$ cat src/rtl/graycodecounter_pkg.sv
// Shared types and default widths for the Gray-sequence decoder.
package graycodecounter_pkg;

    localparam int GRAY_W_DEF = 3;
    localparam int ERR_W_DEF  = 8;

    typedef enum logic [1:0] {
        ST_UNLOCKED = 2'd0,
        ST_ACQUIRE  = 2'd1,
        ST_LOCKED   = 2'd2
    } gray_state_e;

endpackage

$ cat src/rtl/gray2bin.sv
// Combinational Gray-to-binary conversion, MSB first running XOR.
module gray2bin #(
    parameter int W = 3
) (
    input  logic [W-1:0] gray_i,
    output logic [W-1:0] bin_o
);

    logic acc;

    always_comb begin
        bin_o = '0;
        acc   = 1'b0;
        for (int i = W - 1; i >= 0; i--) begin
            acc      = acc ^ gray_i[i];
            bin_o[i] = acc;
        end
    end

endmodule

$ cat src/rtl/gray_seq_decoder.sv
// Decodes a Gray-coded count, tracks step direction and lock, and counts illegal jumps.
// Handshake: a sample is consumed on every rising edge where in_valid=1 (no backpressure).
module gray_seq_decoder
    import graycodecounter_pkg::*;
#(
    parameter int W    = GRAY_W_DEF,
    parameter int ERRW = ERR_W_DEF
) (
    input  logic            clk,
    input  logic            reset,
    input  logic            in_valid,
    input  logic [W-1:0]    gray_in,
    output logic [W-1:0]    bin_out,
    output logic            bin_valid,
    output logic            dir_up,
    output logic            locked,
    output logic            step_err,
    output logic [ERRW-1:0] err_count,
    output gray_state_e     state_dbg
);

    localparam logic [W-1:0]    ONE_W    = {{(W-1){1'b0}}, 1'b1};
    localparam logic [ERRW-1:0] ONE_ERRW = {{(ERRW-1){1'b0}}, 1'b1};

    gray_state_e     state_q, state_d;
    logic [W-1:0]    ref_gray_q, ref_gray_d;
    logic [W-1:0]    ref_bin_q, ref_bin_d;
    logic [W-1:0]    bin_out_q, bin_out_d;
    logic            bin_valid_q, bin_valid_d;
    logic            dir_up_q, dir_up_d;
    logic            locked_q, locked_d;
    logic            step_err_q, step_err_d;
    logic [ERRW-1:0] err_count_q, err_count_d;

    logic [W-1:0] bin_new;
    logic [W-1:0] diff;
    logic [W-1:0] delta;
    logic         dist_zero;
    logic         dist_one;
    logic         step_up;
    logic         step_dn;

    gray2bin #(.W(W)) u_gray2bin (
        .gray_i (gray_in),
        .bin_o  (bin_new)
    );

    // Distance 1 is a single set bit: nonzero and clearing the lowest bit leaves zero.
    always_comb begin
        diff      = gray_in ^ ref_gray_q;
        dist_zero = (diff == '0);
        dist_one  = !dist_zero && ((diff & (diff - ONE_W)) == '0);
        delta     = bin_new - ref_bin_q;
        step_up   = (delta == ONE_W);
        step_dn   = (delta == '1);
    end

    always_comb begin
        state_d     = state_q;
        ref_gray_d  = ref_gray_q;
        ref_bin_d   = ref_bin_q;
        bin_out_d   = bin_out_q;
        bin_valid_d = 1'b0;
        dir_up_d    = dir_up_q;
        step_err_d  = 1'b0;
        err_count_d = err_count_q;

        if (in_valid) begin
            ref_gray_d  = gray_in;
            ref_bin_d   = bin_new;
            bin_out_d   = bin_new;
            bin_valid_d = 1'b1;
            unique case (state_q)
                ST_UNLOCKED: state_d = ST_ACQUIRE;
                ST_ACQUIRE: begin
                    if (dist_one) begin
                        state_d = ST_LOCKED;
                        if (step_up)      dir_up_d = 1'b1;
                        else if (step_dn) dir_up_d = 1'b0;
                    end
                end
                ST_LOCKED: begin
                    if (dist_one) begin
                        if (step_up)      dir_up_d = 1'b1;
                        else if (step_dn) dir_up_d = 1'b0;
                    end else if (!dist_zero) begin
                        step_err_d = 1'b1;
                        state_d    = ST_ACQUIRE;
                        if (err_count_q != '1) err_count_d = err_count_q + ONE_ERRW;
                    end
                end
                default: state_d = ST_UNLOCKED;
            endcase
        end

        locked_d = (state_d == ST_LOCKED);
    end

    always_ff @(posedge clk or posedge reset) begin
        if (reset) begin
            state_q     <= ST_UNLOCKED;
            ref_gray_q  <= '0;
            ref_bin_q   <= '0;
            bin_out_q   <= '0;
            bin_valid_q <= 1'b0;
            dir_up_q    <= 1'b0;
            locked_q    <= 1'b0;
            step_err_q  <= 1'b0;
            err_count_q <= '0;
        end else begin
            state_q     <= state_d;
            ref_gray_q  <= ref_gray_d;
            ref_bin_q   <= ref_bin_d;
            bin_out_q   <= bin_out_d;
            bin_valid_q <= bin_valid_d;
            dir_up_q    <= dir_up_d;
            locked_q    <= locked_d;
            step_err_q  <= step_err_d;
            err_count_q <= err_count_d;
        end
    end

    assign bin_out   = bin_out_q;
    assign bin_valid = bin_valid_q;
    assign dir_up    = dir_up_q;
    assign locked    = locked_q;
    assign step_err  = step_err_q;
    assign err_count = err_count_q;
    assign state_dbg = state_q;

endmodule

$ cat config.mk
export PLATFORM = sky130hd
export DESIGN_NAME = gray_seq_decoder
export DESIGN_NICKNAME = d
export VERILOG_FILES = /design/src/rtl/graycodecounter_pkg.sv /design/src/rtl/gray2bin.sv /design/src/rtl/gray_seq_decoder.sv
export SDC_FILE = /design/constraint.sdc
export NUM_CORES = 1
export LEC_CHECK = 0
export CAP_MARGIN = 25
export CELL_PAD_IN_SITES_DETAIL_PLACEMENT = 0
export CELL_PAD_IN_SITES_GLOBAL_PLACEMENT = 1
export CORE_MARGIN = 2
export CORE_UTILIZATION = 43
export CTS_CLUSTER_SIZE = 14
export DETAILED_ROUTE_END_ITERATION = 6
export PLACE_DENSITY_LB_ADDON = 0.25
export SYNTH_ARGS = -nofsm -noshare
export SYNTH_HDL_FRONTEND = slang
export SYNTH_HIERARCHICAL = 1
export SYNTH_SLANG_ARGS = --single-unit
$ cat constraint.sdc
create_clock -name clk -period 3.3 [get_ports clk]
set_input_delay 0.66 -clock clk [delete_from_list [all_inputs] [get_ports clk]]
set_output_delay 0.66 -clock clk [all_outputs]
set_load 0.02 [all_outputs]
# After elaboration in Yosys (flattened, before gate mapping)
# Cells that the tools add are included.
[totals]
reg_bits = 20
in_bits = 6
[op_classes]
n_eq_ne = 6
reduce_logical = 9
bitwise = 6
n_addsub = 3
muxes = 12
[op_table]
columns = ["operator", "n"]
rows = [
  ["8-bit by 1-bit adder with 8-bit output, second input constant", 1],
  ["2-bit 2-to-1 mux", 4],
  ["8-bit inequality test, second input constant", 1],
  ["1-bit 2-to-1 mux", 7],
  ["3-bit logical NOT", 2],
  ["2-bit one-hot mux with 3 select lines", 1],
  ["5-bit AND reduction", 1],
  ["2-bit equality test, second input constant", 2],
  ["4-bit AND reduction", 1],
  ["3-bit AND", 1],
  ["3-bit by 1-bit equality test with 1-bit output, second input constant", 1],
  ["3-bit equality test, second input constant", 1],
  ["3-bit by 1-bit subtractor with 3-bit output, second input constant", 1],
  ["3-bit subtractor", 1],
  ["3-bit XOR", 1],
  ["2-bit by 1-bit equality test with 1-bit output, second input constant", 1],
  ["2-bit logical NOT", 1],
  ["1-bit NOT", 2],
  ["2-bit nonzero test", 1],
  ["2-bit OR reduction", 1],
  ["1-bit XOR", 2],
  ["1-bit logical AND", 1],
  ["1-bit logical NOT", 1],
]

# Longest topological paths before layout
[logic_depth]
depth_word = 9
mapped_depth = 10
depth_no_buf = 9

# By module
# Netlist, hierarchy kept.
[by_module_without_submodules]
columns = ["mod", "area_each_um2", "instances", "cells_per_inst", "seq_area_each_um2"]
rows = [
  ["gray_seq_decoder", 1132.3, 1, 101, 500.5],
  ["gray2bin", 47.5, 1, 4, 0.0],
]

# Worst setup path after synthesis
# OpenSTA, ideal clock, no wires.
[synth_timing]
kind = "input to register"
from = "input port gray_in[1]"
to = "register dir_up_q (netlist: dir_up)"
stages = 10
path_buffers = 1
arrival_ns = 2.484
setup_slack_ns = 0.692
cell_sequence = "xor3_1 -> buf_4 -> inv_1 -> ha_1 -> inv_1 -> fa_1 -> xnor3_1 -> nor2_1 -> o2111a_1 -> a211o_1"
[synth_via]
elab_chain_len = 6
word_cells_on_any_way = 15
[synth_rtl]
columns = ["element", "line", "text"]
rows = [
  ["start: declaration", "gray_seq_decoder.sv:12", "input logic [W-1:0] gray_in,"],
  ["1-bit XOR (*) (2 in a row)", "gray2bin.sv:15", "acc = acc ^ gray_i[i];"],
  ["via bin_new[0]", "gray_seq_decoder.sv:35", "logic [W-1:0] bin_new;"],
  ["3-bit subtractor (*)", "gray_seq_decoder.sv:53", "delta = bin_new - ref_bin_q;"],
  ["3-bit by 1-bit equality test with 1-bit output or 3-bit equality test (tied branches)", "gray_seq_decoder.sv:54, gray_seq_decoder.sv:55", ""],
  ["2-bit nonzero test (no line)", "-", ""],
  ["4-bit AND reduction (no line)", "-", ""],
  ["end signal: assignment", "gray_seq_decoder.sv:116", "dir_up_q <= dir_up_d;"],
  ["end: declaration", "gray_seq_decoder.sv:30", "logic dir_up_q, dir_up_d;"],
]
# Mark *: on every way through the listed nets, which the timed path passes. The rest lies on a longest branch.
# A chain may end at the register's enable or synchronous reset.

# Worst setup path after layout
# Ends and elaborated chain as after synthesis.

==> results.cfg <==
[status]
status = finished, final reports clean

[cells_and_area]
drive_gt1_share_pct = 13.2
postLayoutCellArea_um2 = 1470
syn_to_final_growth_pct = 24.5
nets = 143
n_antenna_cell = 0

[floorplan]
start_util_pct = 46.4
coreArea_um2 = 2540
fp.dieArea_um2 = 3180
rows = 18
io_pins = 23
dieHeight_um = 56.4
fp.dieW_um = 56.4

[detailed_routing]
drc = 0
post_drt_wl_per_cell_um = 14.0
ant_nets = 0
routed_via_density = 5.43
drtPass1Iterations = 4
routed_wl_um = 2220
drt_iter0_drc = 21
vias = 864

[sta]
setup_viol = 0
relSlewSlack_pct = 49.6
worst_pin_slew_ns = 0.755
whs_ns = 0.529
period_minus_slack_ns = 2.79
final-hold-violation-count = 0
slew_viol_final = 0
period_share_pct = 84.7
fin_tns_setup_ns = 0
max_freq_mhz = 358
fin_skew_ns = 0.00547
rsz0062_at_grt = false

[clock_tree]
cts_tree = yes
cts_setup_buffers = 0
cts_htree_levels = 1
clock_latency_ns = 0.30
cts_made_buffers = 3
clk_pin_slew_worst_paths_ns = 0.12
cts_resized = 0
cts_root_buf = clkbuf_4
cts_sinks = 20
clockBufferDepth = 2
cts_hold_buf = 0

[synth]
synth_top_area_share_pct = 42.4
yosys.area.top_type = dfrtp_1
synthArstFlopShare_pct = 100
syn_area_um2 = 1180
yosys_register_bits = 20
avgSynthCellArea_um2 = 11.2
yosys_most_used_dff = dfrtp_1
synthTopCellsByCount = dfrtp_1, inv_1, nand4_1, xnor2_1
yosysMostFrequentCell = dfrtp_1
synth_area_leaders = dfrtp_1, ha_1, mux2_2, xnor2_1, nand4_1
synth_nets = 118
synth_edf_count = 0
ys_seq_area_share_pct = 42.4
syn-instance-count = 105
synth_cell_types = 37
yosys_warnings = 6

[power_and_ir_drop]
p_per_area_nw_per_um2 = 597
p_leak_nw = 0.625
power.internal_mw = 0.548
p_comb_share_pct = 45.1
power.share.switching_pct = 37.5
switchingPower_mw = 0.329
seqPwrFrac_pct = 38.6
irDropWorstVdd_v = 0.000431
clkPwrFrac_pct = 16.4

[critical_path]
crit_type = in -> reg
worstPathMaxFanout = 2
worstPathArrival_ns = 2.99
required_ns = 3.50
end_kind = flop
crit_path_start_kind = primary input

[flow_run]
drv_cap = 0

[global_route]
antenna_found_initial = 0
grt_pass1_wl_um = 3780
grt_usage_pct = 15.1
grt_overflow = 0
grt_max_degree = 21
grt_pass1_vias = 835

[min_path]
hold_path_class = reg -> reg

[place]
gp_congestion = 0.762
placed_cell_area_um2 = 1430
dp_hpwl_um = 1650
port_buffers = 22
[metal layers]
metal  track usage [%]  wire [µm]  vias up
met5                 0          0        -
met4              5.10         15        0
met3              3.69        121        2
met2              23.5       1040       23
met1              20.6       1040      414
li1                  -          -      425
[stage by stage]
step | utilization (%) | setup WS (ns) | power (mW) | cells
final | 57.7 | 0.505 | 0.877 | 159
after global routing | 57.7 | 0.401 | 0.948 | 159
after CTS | 57.7 | 0.496 | 0.888 | 159
after detailed placement | 56.3 | 0.154 | 0.740 | 155
after global placement | 56.3 | 0.248 | 0.737 | 155
after floorplan | - | 0.692 | 0.598 | 105
[cell type report]
type | count | area, µm²
Sequential cell | 20 | 500
Multi-Input combinational cell | 69 | 611
Inverter | 11 | 41.3
Fill cell | 231 | 1080
Tap cell | 30 | 37.5
Clock buffer | 4 | 36.3
Timing Repair Buffer | 25 | 243
[power groups by stage]
stage	clock, mW	combinational (mW)	sequential [mW]
2_1_floorplan	0	0.211	0.387
5_1_grt	0.164	0.438	0.347
4_1_cts	0.150	0.399	0.339
3_5_place_dp	0	0.397	0.344
3_3_place_gp	0	0.396	0.341
6_report	0.143	0.395	0.338
[cells in the final DEF (no fill, tap or decap), types with 2 or more instances in the layout]
master / instances
a211o_1: 2
a211oi_1: 2
and3_1: 2
buf_4: 3
clkbuf_4: 3
clkdlybuf4s50_1: 22
dfrtp_1: 20
ha_1: 6
inv_1: 11
mux2_2: 6
nand2_1: 3
nand3_1: 2
nand4_1: 7
nor2_1: 3
o2111ai_1: 2
o211ai_1: 2
o21ai_0: 3
xnor2_1: 7
xor2_1: 4
[worst paths after layout]
check | from | endpoint | slack, ns | depth (start not counted)
worst max-delay path | gray_in[1] | dir_up | 0.51 | 10
worst min-delay path | err_count[6] | err_count[6] | 0.53 | 1
worst max register to register | bin_out[0] | dir_up | 1.40 | 7
worst min register to register | err_count[6] | err_count[6] | 0.53 | 1
max in group asynchronous | reset | state_dbg[1] | 2.05 | 2
min in group asynchronous | reset | err_count[0] | 0.78 | 2
[worst max-delay path, stage by stage]
cell and delay [ns]:
clkdlybuf4s50_1 0.48, xor3_1 0.41, inv_1 0.07, ha_1 0.13, inv_1 0.05, fa_1 0.36, xnor3_1 0.40, nor2_1 0.05
o2111a_1 0.12, a211o_1 0.26
[sequential cells by signal, summed over array words and instances (netlist names)]
signal,count
bin_out,3
bin_valid,1
dir_up,1
err_count,8
locked,1
ref_gray_q,3
state_dbg,2
step_err,1
[logic make-up (layout without fill, tap and decap cells)]
group	count (synthesis)	count (layout)	share of synthesized area, %
AND/OR/NAND/NOR	23	23	11.6
adder cells (fa/ha/maj)	8	8	9.23
buffers and inverters	16	40	5.83
flip-flops	20	20	42.4
XOR/XNOR	14	14	13.5
AO/OA/AOI/OAI	18	18	11.8
multiplexers	6	6	5.73
Power figures use the tool's default switching activity.
